## src/rtl/osd_probe_snapshot.sv

```systemverilog
// Per-frame debug probe capture for the hex overlay: each channel snapshots, ORs,
// peaks or counts changes of its probe over a frame and publishes it on vsync.
module osd_probe_snapshot #(
  parameter int C_channels   = 4,
  parameter int C_width      = 16,
  parameter int C_frame_bits = 8
) (
  input  logic                          clk_pixel,
  input  logic                          rst_n,
  input  logic                          i_vsync,
  input  logic [C_channels*C_width-1:0] i_probe,
  input  logic [2*C_channels-1:0]       i_mode,
  input  logic                          i_freeze,
  output logic [C_channels*C_width-1:0] o_display,
  output logic                          o_update,
  output logic [C_frame_bits-1:0]       o_frame
);

  typedef enum logic [1:0] {
    MODE_SNAP  = 2'b00,
    MODE_OR    = 2'b01,
    MODE_PEAK  = 2'b10,
    MODE_COUNT = 2'b11
  } mode_t;

  logic vsync_q;
  logic frame_edge;

  assign frame_edge = i_vsync & ~vsync_q;

  always_ff @(posedge clk_pixel or negedge rst_n) begin
    if (!rst_n) begin
      vsync_q  <= 1'b0;
      o_update <= 1'b0;
      o_frame  <= '0;
    end else begin
      vsync_q  <= i_vsync;
      o_update <= frame_edge & ~i_freeze;
      if (frame_edge && !i_freeze)
        o_frame <= o_frame + C_frame_bits'(1);
    end
  end

  for (genvar k = 0; k < C_channels; k++) begin : g_ch
    logic [C_width-1:0] probe;
    logic [C_width-1:0] acc;
    logic [C_width-1:0] prev;
    logic [C_width-1:0] result;
    logic [C_width-1:0] disp;
    mode_t              mode;
    mode_t              mode_q;

    assign probe = i_probe[k*C_width +: C_width];
    assign mode  = mode_t'(i_mode[2*k +: 2]);
    assign o_display[k*C_width +: C_width] = disp;

    // Result always uses the live mode, so an edge coinciding with a mode switch
    // publishes under the new mode.
    always_comb begin
      result = probe;
      unique case (mode)
        MODE_SNAP:  result = probe;
        MODE_OR:    result = acc | probe;
        MODE_PEAK:  result = (probe > acc) ? probe : acc;
        MODE_COUNT: begin
          if ((probe != prev) && (acc != '1))
            result = acc + C_width'(1);
          else
            result = acc;
        end
      endcase
    end

    always_ff @(posedge clk_pixel or negedge rst_n) begin
      if (!rst_n) begin
        acc    <= '0;
        prev   <= '0;
        mode_q <= MODE_SNAP;
        disp   <= '0;
      end else begin
        prev   <= probe;
        mode_q <= mode;
        if (frame_edge || (mode != mode_q))
          acc <= '0;
        else
          acc <= result;
        if (frame_edge && !i_freeze)
          disp <= result;
      end
    end
  end

endmodule

```

## config.mk

```make
export PLATFORM = sky130hd
export DESIGN_NAME = osd_probe_snapshot
export DESIGN_NICKNAME = d
export VERILOG_FILES = /design/src/rtl/osd_probe_snapshot.sv
export SDC_FILE = /design/constraint.sdc
export NUM_CORES = 1
export LEC_CHECK = 0
export ABC_CLOCK_PERIOD_IN_PS = 3000
export BUFFER_PORTS_ARGS = -buffer_cell sky130_fd_sc_hd__buf_2
export CAP_MARGIN = 20
export CORE_UTILIZATION = 40
export CTS_BUF_LIST = sky130_fd_sc_hd__clkbuf_4 sky130_fd_sc_hd__clkbuf_8
export DETAILED_ROUTE_END_ITERATION = 7
export PLACE_DENSITY = 0.59
export SLEW_MARGIN = 0
export SYNTH_ARGS = -nofsm -noshare
export SYNTH_HDL_FRONTEND = slang
export SYNTH_SLANG_ARGS = --single-unit
```

## constraint.sdc

```tcl
create_clock -name clk_pixel -period 3 [get_ports clk_pixel]
set_input_delay 0.45 -clock clk_pixel [delete_from_list [all_inputs] [get_ports clk_pixel]]
set_output_delay 0.45 -clock clk_pixel [all_outputs]
set_load 0.05 [all_outputs]
```

Word level (Yosys, flattened, before mapping)

Cells that the tools add are included.

Output and inout port bits: 73
Word-level logic and storage cells: 90
Input port bits: 76
Register bits: 210

Bitwise logic cells: 8
Add/sub/neg operators: 5
Mux-type cells: 16
Reductions and logical operators: 14
Order comparisons: 4
Equality and inequality tests: 24

Operator list:

| operator                                       | number |
|---|---|
| case mux 16 bit (4 select lines)               | 4 |
| 2-to-1 mux 16 bit                              | 12 |
| adder 16 x 1 -> 16 bit (second input constant) | 4 |
| greater-than comparator 16 bit                 | 4 |
| inequality test 16 bit                         | 4 |
| inequality test 16 bit (second input constant) | 4 |
| bitwise OR 16 bit                              | 4 |
| == test 2 bit (second input constant)          | 8 |
| adder 8 x 1 -> 8 bit (second input constant)   | 1 |
| == test 2 x 1 -> 1 bit (second input constant) | 4 |
| logical NOT 2 bit                              | 4 |
| inequality test 2 bit                          | 4 |
| logical AND 1 bit                              | 5 |
| logical OR 1 bit                               | 4 |
| AND 1 bit                                      | 2 |
| inverter 1 bit                                 | 2 |
| logical NOT 1 bit                              | 1 |

Longest topological paths before layout

Depth in word-level cells: 5
Depth in mapped cells: 12
Mapped depth without buffers: 10

Least setup slack after synthesis

OpenSTA, ideal clock, no wires.

Kind: input to register
From: input port i_probe[31]
To: register g_ch[1].disp[12]
Path slack: 0.051 ns
Stages: 10
Data arrival time: 2.824 ns
Setup time: 0.125 ns
Buffers on the path: 1
Data required time: 2.875 ns
Cell sequence: inv_1 -> ha_1 -> or4_4 -> nand4b_4 -> or4b_4 -> a21o_1 -> buf_6 -> mux2i_1 -> mux2i_1 -> mux2_4

Cells in the longest elaborated chain, start to end: 4
Elaborated cells on any way between the ends: 6
Those cells by class: 1 x order compare; 1 x eq/ne; 3 x mux; 1 x reduce/logical

Ends and longest elaborated chain:

| item                                                                                   | RTL line | RTL |
|---|---|---|
| start: declaration                                                                     | 11       | `input logic [C_channels*C_width-1:0] i_probe,` |
| parallel branches: the longest is 3 deep, another holds greater-than comparator 16 bit | -        |  |
| case mux 16 bit (4 select lines) (*)                                                   | 61       | `unique case (mode)` |
| end signal: assignment                                                                 | 88       | `disp <= result;` |
| end: declaration                                                                       | 49       | `logic [C_width-1:0] disp;` |

Mark *: on every way between the ends.
A chain may end at the register's enable or synchronous reset.

Final worst setup path

From: register g_ch[1].acc[15]
To: register g_ch[1].disp[8]

Cells in the longest elaborated chain, start to end: 4
Elaborated cells on any way between the ends: 6
Those cells by class: 1 x order compare; 1 x eq/ne; 3 x mux; 1 x reduce/logical

Ends and longest elaborated chain:

| item                                                                                   | RTL line | RTL |
|---|---|---|
| start: declaration                                                                     | 46       | `logic [C_width-1:0] acc;` |
| start signal: assignment                                                               | 86       | `acc <= result;` |
| parallel branches: the longest is 3 deep, another holds greater-than comparator 16 bit | -        |  |
| case mux 16 bit (4 select lines) (*)                                                   | 61       |  |

Marked as above.

==> flow_summary_export.csv <==
group,metric,value,unit
run_status,status,"completed",
critical_path,cp_top_family,"simple AND/OR/NAND/NOR gates",
clock_network,clockRootBuffer,"clkbuf_8",
timing,fmax,344,MHz
global_route,grt_max_degree,65,
place,portBuffers,148,
clock_network,numCtsBuffers,39,
synth,syn-cell-area,13800,µm²
clock_network,htreeDepth,2,
critical_path,path_buf_inv,2,
global_route,grt_first_pass_wirelength,64800,µm
clock_network,clk_latency,550,ps
synth,ys_types,74,
synth,synth_cells,1529,
critical_path,rr_worst_depth,10,
routing,routed_via_density,5.27,
critical_path,cp_slowest_cell,"or4_4",
critical_path,crit_type,"flip-flop to flip-flop",
cells_and_area,finish.utilization,0.514,
timing,min_period,2910,ps
synth,synth_seq_cells,210,
timing,worst-slew-pin-transition,866,ps
synth,synth-edff-count,0,
synth,yosysMostFrequentCell,"dfrtp_1",
routing,wl_per_cell,17.6,µm
cells_and_area,synthToLayoutAreaGrowth,25.6,%
synth,synth_area_leaders,"dfrtp_1 (38%), ha_1 (12%), xnor2_1 (7.0%)",
global_route,antenna_found_initial,0,
timing,setup_slack,92.3,ps
worst_hold_path,hold-path-cell-count,1,
routing,wirelength,40500,µm
critical_path,start_kind,"flip-flop",
critical_path,crit_cells,10,
synth,synth-seq-area-share,0.381,
routing,drtIter0Drc,845,
synth,yosys.area.top_type,"dfrtp_1",
clock_network,cts.sinks,210,
floorplanning,start_util,0.409,
synth,synthArstFlopShare,1.00,
floorplanning,core,33700,µm²
power,p_leak,8.06,nW
floorplanning,die_h,188,µm
timing,fin_crit_sh,0.969,
cells_and_area,nets,2039,
clock_network,cts_tree,"yes",
synth,yosys.area.top_type_share,0.381,
synth,ys_warn_count,0,
critical_path,crit_arrival,3340,ps
place,gp_congestion,0.931,
cells_and_area,num_antenna_cells,0,
critical_path,end_kind,"flip-flop",
floorplanning,placementRows,67,
routing,drc_errors,0,
synth,synthFlopType,"dfrtp_1",
floorplanning,dieArea,35200,µm²
global_route,grt_pass1_vias,12006,
synth,avgSynthCellArea,9.02,µm²
place,dpl_worst_slack,-415,ps
routing,vias,12159,
critical_path,critical_path.cell_chain,"inv_2 -> ha_4 -> or4_4 -> nand4b_4 -> or4b_4 -> buf_4 -> a21oi_1 -> a211oi_1 -> o21a_1 -> o31ai_1",
critical_path,worstPathRequired,3430,ps
timing,drv_slew,0,
floorplanning,ioPinCount,149,
critical_path,max_stage_delay,560,ps
critical_path,cp_max_fo,6,
timing,finClkSkew,20.0,ps
global_route,grt.overflow.total,0,
clock_network,cts_buffer_depth,3,
timing,slew_headroom,0.421,
timing,setup_viol,0,
timing,hold_violations,0,
power,power,9.13,mW
clock_network,clk_pin_slew,60,ps
timing,holdWs,49.8,ps
routing,final_antenna_net_count,0,
worst_hold_path,worstHoldPathType,"input port to flip-flop",
synth,synth_commonest_cells,"dfrtp_1 (210), inv_1 (158), nor2_1 (152)",
floorplanning,die_w,188,µm
cells_and_area,layout-drive-gt1-share,0.247,
routing,drtPass1Iterations,5,
synth,syn_nets,1738,
power,vdd_drop_max,396,µV
power,p_per_area,527,nW/µm²
flow_run,maxCapViolCount,0,
place,hpwl,30600,µm
timing,grt_setup_unrepaired,"yes",
global_route,track_usage,0.230,
final cells by class:
| type | count | area, µm² |
|---|---|---|
| Fill cell | 3216 | 16400 |
| Clock inverter | 8 | 90.1 |
| Multi-Input combinational cell | 1099 | 7940 |
| Inverter | 160 | 601 |
| Timing Repair Buffer | 320 | 2110 |
| Sequential cell | 210 | 5260 |
| Clock buffer | 61 | 764 |
| Tap cell | 448 | 561 |
state kept, by name (all words and copies together), names as in the netlist:
name         flops
g_ch.acc        64
o_update         1
g_ch.mode_q      8
g_ch.prev       64
g_ch.disp       64
vsync_q          1
o_frame          8
what timing repair did:
item | CTS | global route
pin swaps | 1 | 10
setup endpoints to repair | 53 | 70
hold buffers | 2 | 0
hold endpoints to repair | 61 | 0
buffers inserted | 1 | 6
gates resized for setup | 9 | 37
cloned | 0 | 1
routing by layer:
metal,up-vias,global-route usage,routed length [µm]
met5,-,0,0
met2,365,0.361,18400
met4,0,0.0763,998
met3,64,0.0468,2410
li1,5935,-,-
met1,5795,0.316,18700
kinds of logic after synthesis:
logic type	share of synthesized area
buffers and inverters	0.0612
AOI/OAI and AO/OA	0.140
DFF	0.381
muxes	0.0519
and+or+nand+nor	0.174
adders and majority gates	0.121
xor gates and xnor gates	0.0718
metrics by stage:
| stage | cell area (µm²) | setup TNS, ps | std cells |
|---|---|---|---|
| 2_1_floorplan | 13800 | 0 | 1529 |
| 3_3_place_gp | 16200 | -7820 | 2227 |
| 3_5_place_dp | 16200 | -14650 | 2227 |
| 4_1_cts | 17100 | 0 | 2299 |
| 5_1_grt | 17300 | -27.1 | 2306 |
| 6_report | 17300 | 0 | 2306 |
power breakdown:
part	switching [mW]	internal (mW)
registers	0.227	3.14
clock network	1.24	1.79
logic	1.81	0.920
total	3.28	5.85
cell usage in the layout, fill, tap and decap left out, types with 5 or more instances in the layout:
cell      instances
dfrtp_1         210
buf_4           164
inv_1           152
nor2_1          152
buf_2           147
ha_1            127
xnor2_1         111
nand2_1         108
a21oi_1          75
o21ai_0          74
mux2i_1          52
clkbuf_8         49
nor3_1           39
nand4_1          34
nand3_1          34
nor4_1           27
nor2b_1          23
a211oi_1         19
o31ai_1          18
mux2_2           16
o211ai_1         12
clkbuf_4         12
a31oi_1          10
inv_2             7
nand2b_1          7
or4_1             7
nor3b_1           7
a21o_1            7
or3_1             7
a211o_1           7
and3_1            6
ha_4              6
clkinv_2          6
a211oi_2          5
nor4_2            5
a221oi_1          5
a21boi_0          5
buf_12            5
worst paths after layout:
path,start,end,slack [ps]
worst max-delay path,g_ch[1].acc[15],g_ch[1].disp[8],90
worst min-delay path,i_probe[48],g_ch[3].prev[0],50
worst max register to register,g_ch[1].acc[15],g_ch[1].disp[8],90
worst min register to register,g_ch[3].disp[6],g_ch[3].disp[6],480
max in group asynchronous,rst_n,g_ch[1].prev[3],1810
min in group asynchronous,rst_n,g_ch[3].prev[11],440
Power figures use the tool's default switching activity.
